**config.mk**
```make
export PLATFORM = sky130hd
export DESIGN_NAME = seq_detector_param
export DESIGN_NICKNAME = d
export VERILOG_FILES = /design/src/rtl/seq_det_pkg.sv /design/src/rtl/seq_det_sat_cnt.sv /design/src/rtl/seq_detector_param.sv
export SDC_FILE = /design/constraint.sdc
export NUM_CORES = 1
export LEC_CHECK = 0
export CAP_MARGIN = 20
export CORE_UTILIZATION = 44
export CTS_CLUSTER_SIZE = 40
export DETAILED_ROUTE_END_ITERATION = 16
export HOLD_SLACK_MARGIN = 0.08
export PLACE_DENSITY = 0.74
export SLEW_MARGIN = 20
export SYNTH_ARGS = -nofsm -noshare
export SYNTH_HDL_FRONTEND = slang
export SYNTH_SLANG_ARGS = --single-unit
```
**constraint.sdc**
```tcl
create_clock -name clk -period 1.5 [get_ports clk]
set_input_delay 0.15 -clock clk [delete_from_list [all_inputs] [get_ports clk]]
set_output_delay 0.15 -clock clk [all_outputs]
set_load 0.005 [all_outputs]
```
**src/rtl/seq_det_pkg.sv**
```systemverilog
// Shared types and constants for the parametrised serial pattern detector.
package seq_det_pkg;

  typedef enum logic {
    S_FILL  = 1'b0,
    S_ARMED = 1'b1
  } state_t;

  localparam logic [3:0] PAT_DEFAULT = 4'b1001;

  localparam int PAT_W_MIN = 2;
  localparam int PAT_W_MAX = 16;

endpackage

```
**src/rtl/seq_det_sat_cnt.sv**
```systemverilog
// Saturating up-counter: increments on en, holds at all ones instead of wrapping.
module seq_det_sat_cnt #(
  parameter int CNT_W = 8
) (
  input  logic             clk,
  input  logic             rst_n,
  input  logic             en,
  output logic [CNT_W-1:0] cnt
);

  // NOTE: sequential state is always updated with non-blocking assignments so
  // every register samples the pre-edge values of its neighbours.
  always_ff @(posedge clk or negedge rst_n) begin
    if (!rst_n) begin
      cnt <= '0;
    end else if (en && (cnt != '1)) begin
      cnt <= cnt + CNT_W'(1);
    end
  end

endmodule

```
**src/rtl/seq_detector_param.sv**
```systemverilog
// Runtime-loadable serial pattern detector with overlap control and match counter.
// Optional compare mask enabled by defining SEQ_DET_MASK_EN.
module seq_detector_param
  import seq_det_pkg::*;
#(
  parameter int               PAT_W   = 4,
  parameter logic [PAT_W-1:0] PAT_RST = PAT_W'(PAT_DEFAULT),
  parameter int               CNT_W   = 8
) (
  input  logic             clk,
  input  logic             rst_n,
  input  logic             data_in,
  input  logic             in_valid,
  input  logic             overlap,
  input  logic             cfg_we,
  input  logic [PAT_W-1:0] cfg_pattern,
`ifdef SEQ_DET_MASK_EN
  input  logic [PAT_W-1:0] cfg_mask,
`endif
  output logic             data_out,
  output logic [CNT_W-1:0] match_cnt,
  output logic             armed
);

  localparam int H_W    = PAT_W - 1;
  localparam int FILL_W = $clog2(PAT_W);

  if (PAT_W < PAT_W_MIN || PAT_W > PAT_W_MAX) begin : g_bad_pat_w
    $error("seq_detector_param: PAT_W out of supported range");
  end

  state_t            state_q, state_d;
  logic [H_W-1:0]    hist_q, hist_d;
  logic [FILL_W-1:0] fill_q, fill_d;
  logic [PAT_W-1:0]  pat_q;
  logic [PAT_W-1:0]  window;
  logic              hit;
  logic              match_d;

  // Newest bit sits in the LSB, so the window lines up MSB-first with the pattern.
  assign window = {hist_q, data_in};

`ifdef SEQ_DET_MASK_EN
  logic [PAT_W-1:0] mask_q;
  assign hit = ((window ^ pat_q) & mask_q) == '0;
`else
  assign hit = (window == pat_q);
`endif

  // NOTE: every always_comb output gets a default first; a path that forgets to
  // assign would otherwise infer a latch.
  always_comb begin
    state_d = state_q;
    hist_d  = hist_q;
    fill_d  = fill_q;
    match_d = 1'b0;
    if (cfg_we) begin
      state_d = S_FILL;
      hist_d  = '0;
      fill_d  = '0;
    end else if (in_valid) begin
      case (state_q)
        S_FILL: begin
          hist_d = window[H_W-1:0];
          fill_d = fill_q + FILL_W'(1);
          if (fill_q == FILL_W'(PAT_W - 2)) state_d = S_ARMED;
        end
        S_ARMED: begin
          match_d = hit;
          if (hit && !overlap) begin
            state_d = S_FILL;
            hist_d  = '0;
            fill_d  = '0;
          end else begin
            hist_d = window[H_W-1:0];
          end
        end
        default: state_d = S_FILL;
      endcase
    end
  end

  always_ff @(posedge clk or negedge rst_n) begin
    if (!rst_n) begin
      state_q  <= S_FILL;
      hist_q   <= '0;
      fill_q   <= '0;
      pat_q    <= PAT_RST;
      data_out <= 1'b0;
    end else begin
      state_q  <= state_d;
      hist_q   <= hist_d;
      fill_q   <= fill_d;
      data_out <= match_d;
      if (cfg_we) pat_q <= cfg_pattern;
    end
  end

`ifdef SEQ_DET_MASK_EN
  always_ff @(posedge clk or negedge rst_n) begin
    if (!rst_n)      mask_q <= '1;
    else if (cfg_we) mask_q <= cfg_mask;
  end
`endif

  assign armed = (state_q == S_ARMED);

  seq_det_sat_cnt #(
    .CNT_W(CNT_W)
  ) u_match_cnt (
    .clk  (clk),
    .rst_n(rst_n),
    .en   (match_d),
    .cnt  (match_cnt)
  );

endmodule

```
Word-level counts from Yosys, hierarchy flattened
Index checks and enable logic that the tools add are counted.
W data, S select, Z words.
{ "totals": {"register_bits": 19, "output_inout_bits": 10, "wordCells": 34} }
{ "classes": {"add_sub_neg": 2, "eq_ne": 4, "mux": 16, "bitwise": 1, "n_reduce_logical": 5} }
{ "ops": {"columns": ["cell", "n"], "rows": [
  ["$mux W3", 3],
  ["$add A8 B1 Y8 const B", 1],
  ["$ne A8 B8 Y1 const B", 1],
  ["$mux W1", 7],
  ["$mux W2", 3],
  ["$pmux W3 S2", 1],
  ["$eq A4 B4 Y1", 1],
  ["$pmux W2 S2", 1],
  ["$ne A3 B2 Y1 const B", 1],
  ["$add A2 B1 Y2 const B", 1],
  ["$eq A2 B2 Y1 const B", 1],
  ["$logic_and A1 B1 Y1", 2],
  ["$pmux W1 S2", 1],
  ["$reduce_and A2 Y1", 1],
  ["$reduce_bool A2 Y1", 1],
  ["$logic_not A1 Y1", 1],
  ["$not A1 Y1", 1]
]} }

Longest topological paths before layout
{ "logic_depth": {"ltp_word": 6, "depth_mapped": 5, "depth_no_buf": 5} }

Modules after synthesis
From an unflattened synthesis, not the netlist that was laid out.
{ "unflattened": {"hier_cells": 79, "hier_area_um2": 965.9} }
{ "modules_own_cells": {"columns": ["mod", "instances", "cells_per_inst", "area_each_um2", "seq_area_each_um2"], "rows": [
  ["seq_detector_param", 1, 45, 558.0, 277.8],
  ["seq_det_sat_cnt", 1, 34, 407.9, 200.2]
]} }

Worst setup path before layout
OpenSTA, ideal clock, no wires.
{ "synth_timing": {"path_kind": "register to register", "start": "register u_match_cnt.cnt[0]", "end": "register u_match_cnt.cnt[1]", "arrival_ns": 1.367, "required_time_ns": 1.375, "setup_slack_ns": 0.008, "stages_incl_launch_ff": 6, "path_buffers": 0, "period_less_slack_ns": 1.492, "path_cell_list": "dfrtp_1 > ha_1 > nand3_1 > o211ai_2 > nor2_1 > mux2_4"} }
{ "synth_between": {"elab_chain_len": 2, "elab_cells_between_ends": 3, "cone_classes": "1 x add/sub; 1 x eq/ne; 1 x reduce/logical"} }
{ "synth_rtl": {"columns": ["item", "line_no", "text"], "rows": [
  ["from (decl)", "seq_det_sat_cnt.sv:8", "output logic [CNT_W-1:0] cnt"],
  ["from (signal assigned)", "seq_det_sat_cnt.sv:17", "cnt <= cnt + CNT_W'(1);"],
  ["branches (longest 2 deep; another with $add A8 B1 Y8)", null, null]
]} }
Parallel ways; which one is timed is not known.
A chain may end at the register's enable or synchronous reset.

Final worst setup path
{ "layout_timing": {"start": "register pat_q[3]", "end": "register hist_q[0]"} }
{ "layout_between": {"elab_chain_len": 6} }
{ "layout_rtl": {"columns": ["item", "line_no", "text"], "rows": [
  ["from (decl)", "seq_detector_param.sv:35", "logic [PAT_W-1:0] pat_q;"],
  ["from (signal assigned)", "seq_detector_param.sv:95", "if (cfg_we) pat_q <= cfg_pattern;"],
  ["$eq A4 B4 Y1", "seq_detector_param.sv:47", "assign hit = (window == pat_q);"],
  ["$logic_and A1 B1 Y1", "seq_detector_param.sv:70", "if (hit && !overlap) begin"],
  ["$mux W3", "seq_detector_param.sv:70", null],
  ["$pmux W3 S2", "seq_detector_param.sv:62", "case (state_q)"],
  ["$mux W3", "seq_detector_param.sv:61", "end else if (in_valid) begin"],
  ["$mux W3", "seq_detector_param.sv:57", "if (cfg_we) begin"],
  ["to (signal assigned)", "seq_detector_param.sv:92", "hist_q <= hist_d;"],
  ["to (decl)", "seq_detector_param.sv:33", "logic [H_W-1:0] hist_q, hist_d;"]
]} }
Every way passes these cells. The select of a mux whose other input is x is not followed.

==> results.sh <==
export IMPL_n_fill_cell=168
export IMPL_syn_inst=79
export IMPL_hpwl_um=1250
export IMPL_die_w_um=47.75
export IMPL_cts_hold_fix_buffers=0
export IMPL_period_needed_ns=1.547
export IMPL_muxShareOfSynthArea=0.06522
export IMPL_arrival_ns=1.73
export IMPL_max_freq_mhz=646.5
export IMPL_slew_headroom=0.7855
export IMPL_start_util=0.4694
export IMPL_dp_slack_ns=-0.2571
export IMPL_drc=0
export IMPL_synth_fa_ha_area_frac=0.02717
export IMPL_rsz0062_at_grt="true"
export IMPL_antenna_found_initial=0
export IMPL_slowest_delay_ns=0.55
export IMPL_grt_overflow=0
export IMPL_final_setup_tns_ns=-0.1972
export IMPL_worst_setup_path_end_kind="flop"
export IMPL_yosysWarnings=0
export IMPL_mostFrequentLayoutCells="clkdlybuf4s50_1 (18), dfrtp_1 (16), buf_4 (11), xor2_1 (7)"
export IMPL_grt_pass1_vias=697
export IMPL_first_pass_iters=4
export IMPL_ys_ff_latch=19
export IMPL_fin_ws_ns=-0.04688
export IMPL_drtIter0Drc=14
export IMPL_place_gp_congestion=0.8199
export IMPL_async_flop_share=1.000
export IMPL_die_area_um2=2280
export IMPL_crit_fanout=5
export IMPL_drv_slew=0
export IMPL_wirelength_um=1849
export IMPL_clk_pin_slew_ns=0.11
export IMPL_period_share=1.031
export IMPL_avgRoutedWirePerCell_um=13.50
export IMPL_antenna_left=0
export IMPL_cts_htree_levels=1
export IMPL_seq_area_frac_synth=0.5190
export IMPL_synth_edf_count=0
export IMPL_post_drt_via_cell_ratio=5.161
export IMPL_synthSimpleGateAreaFrac=0.1141
export IMPL_hold_viol_final=0
export IMPL_antenna_cells=0
export IMPL_fin_total_pwr_mw=0.9371
export IMPL_cts_tree="done"
export IMPL_crit_chain="xnor2_1 > nand4_1 > buf_6 > o31a_1 > a22o_1"
export IMPL_num_vias=707
export IMPL_synth_compound_area_frac=0.1196
export IMPL_port_buffers=19
export IMPL_synth_fp_nets=91
export IMPL_final_common_cell="clkdlybuf4s50_1"
export IMPL_crit_family="flip-flops"
export IMPL_synth_xor_area_frac=0.1046
export IMPL_maxCapViolCount=0
export IMPL_skew_ns=0.006278
export IMPL_worst_path_buf_inv=1
export IMPL_numCtsBuffers=3
export IMPL_synth_area_um2=920.9
export IMPL_area_growth_pct=40.62
export IMPL_clk_path_buf_depth=2
export IMPL_yosysUniqueCellTypes=29
export IMPL_cts_sinks=19
export IMPL_max_slew_worst_pin_slew_ns=0.3218
export IMPL_worstSkewPairLatency_ns=0.29
export IMPL_grt_max_degree=20
export IMPL_drive_gt1_frac=0.3000
export IMPL_grt_pass1_wl_um=2711
export IMPL_hold_slack_ns=0.1961
export IMPL_status="complete, but fails checks"
export IMPL_cts_root_buf="clkbuf_4"
export IMPL_synth_avg_cell_area_um2=11.66
export IMPL_synth_top_family_by_area="compound AO/OA/AOI/OAI gates"
export IMPL_final_cell_area_um2=1295
export IMPL_hold_class="in2async"
export IMPL_failed_checks="negative setup slack"
export IMPL_power_leakage_nw=0.6373
export IMPL_vdd_drop_max_mv=0.5280
export IMPL_synth_top_flop_cell="dfrtp_1"
export IMPL_p_per_area_nw_per_um2=723.6
export IMPL_path_class="reg2reg"
export IMPL_worstSetupStartpointType="flop"
export IMPL_finalSetupViolCount=6
export IMPL_grt_usage=0.1702
export IMPL_coreArea_um2=1962
export IMPL_critPathRequiredTime_ns=1.68
export IMPL_slowest_stage="dfstp_2"
export IMPL_nets=123
export IMPL_ios=20
export IMPL_rows=16
export IMPL_placed_area_um2=1196
export IMPL_die_y_um=47.75
flip-flops by register name, summed over array words and instances, names as in the netlist:
signal           cells
fill_q               2
u_match_cnt.cnt      8
hist_q               3
pat_q                4
data_out             1
armed                1
cell type report:
type,count,area [um^2],share of cell area
clock buffer,4,26.28,0.02029
sequential,19,479.2,0.3700
tap,27,33.78,0.02609
inverter,4,15.01,0.01159
multi-input combinational,52,454.2,0.3507
timing repair buffer,31,286.5,0.2213
kinds of logic (layout without fill, tap and decap cells):
logic type	Yosys count	count (layout)
xor+xnor	11	11
flops	19	19
fa+ha+maj	2	2
buf+inv	8	39
mux	5	5
simple gates	20	20
compound gates	14	14
final timing paths:
path,slack [ns],to,start,cells after the start
max,-0.05,hist_q[0]$_DFFE_PN0P_,pat_q[3]$_DFFE_PN1P_,5
min,0.20,u_match_cnt.cnt[1]$_DFFE_PN0P_,rst_n,2
max reg2reg,-0.05,hist_q[0]$_DFFE_PN0P_,pat_q[3]$_DFFE_PN1P_,5
min reg2reg,0.50,u_match_cnt.cnt[6]$_DFFE_PN0P_,u_match_cnt.cnt[6]$_DFFE_PN0P_,1
max in group asynchronous,1.04,pat_q[0]$_DFFE_PN1P_,rst_n,2
min in group clk,0.46,pat_q[3]$_DFFE_PN1P_,cfg_pattern[3],2
routing by layer:
| layer | share of wire | track usage |
|---|---|---|
| met1 | 0.43 | 0.2119 |
| met2 | 0.53 | 0.2838 |
| met3 | 0.032 | 0.02264 |
| met4 | 0.0065 | 0.09444 |
| met5 | 0 | 0 |
synth_stat cells (all sizes together), types with 3 or more instances:
cell    n  area (um^2)
dfrtp  17        425.4
xor2    7        61.31
mux2    5        60.05
nor2    5        18.77
inv     4        15.01
nor3    4        20.02
xnor2   4        35.03
a22o    3        26.28
nand2   3        11.26
nand3   3        15.01
through the flow:
step                  util  std cells
finish              0.6601        137
global route        0.6601        137
CTS                 0.6282        137
detailed placement  0.6097        132
global placement    0.6097        132
floorplan                -         79
power breakdown:
group	internal [mW]	leakage, nW	switching (mW)	total [mW]
sequential	0.536	0.250	0.0166	0.553
combinational	0.0764	0.373	0.0568	0.133
clock	0.103	0.0150	0.148	0.251
what timing repair did:
item                       CTS  global route
pin swaps                    2             2
buffers inserted             1             0
setup endpoints to repair   13            12
resized for setup            1            12
Note: power is estimated with default switching activity, not from simulation.
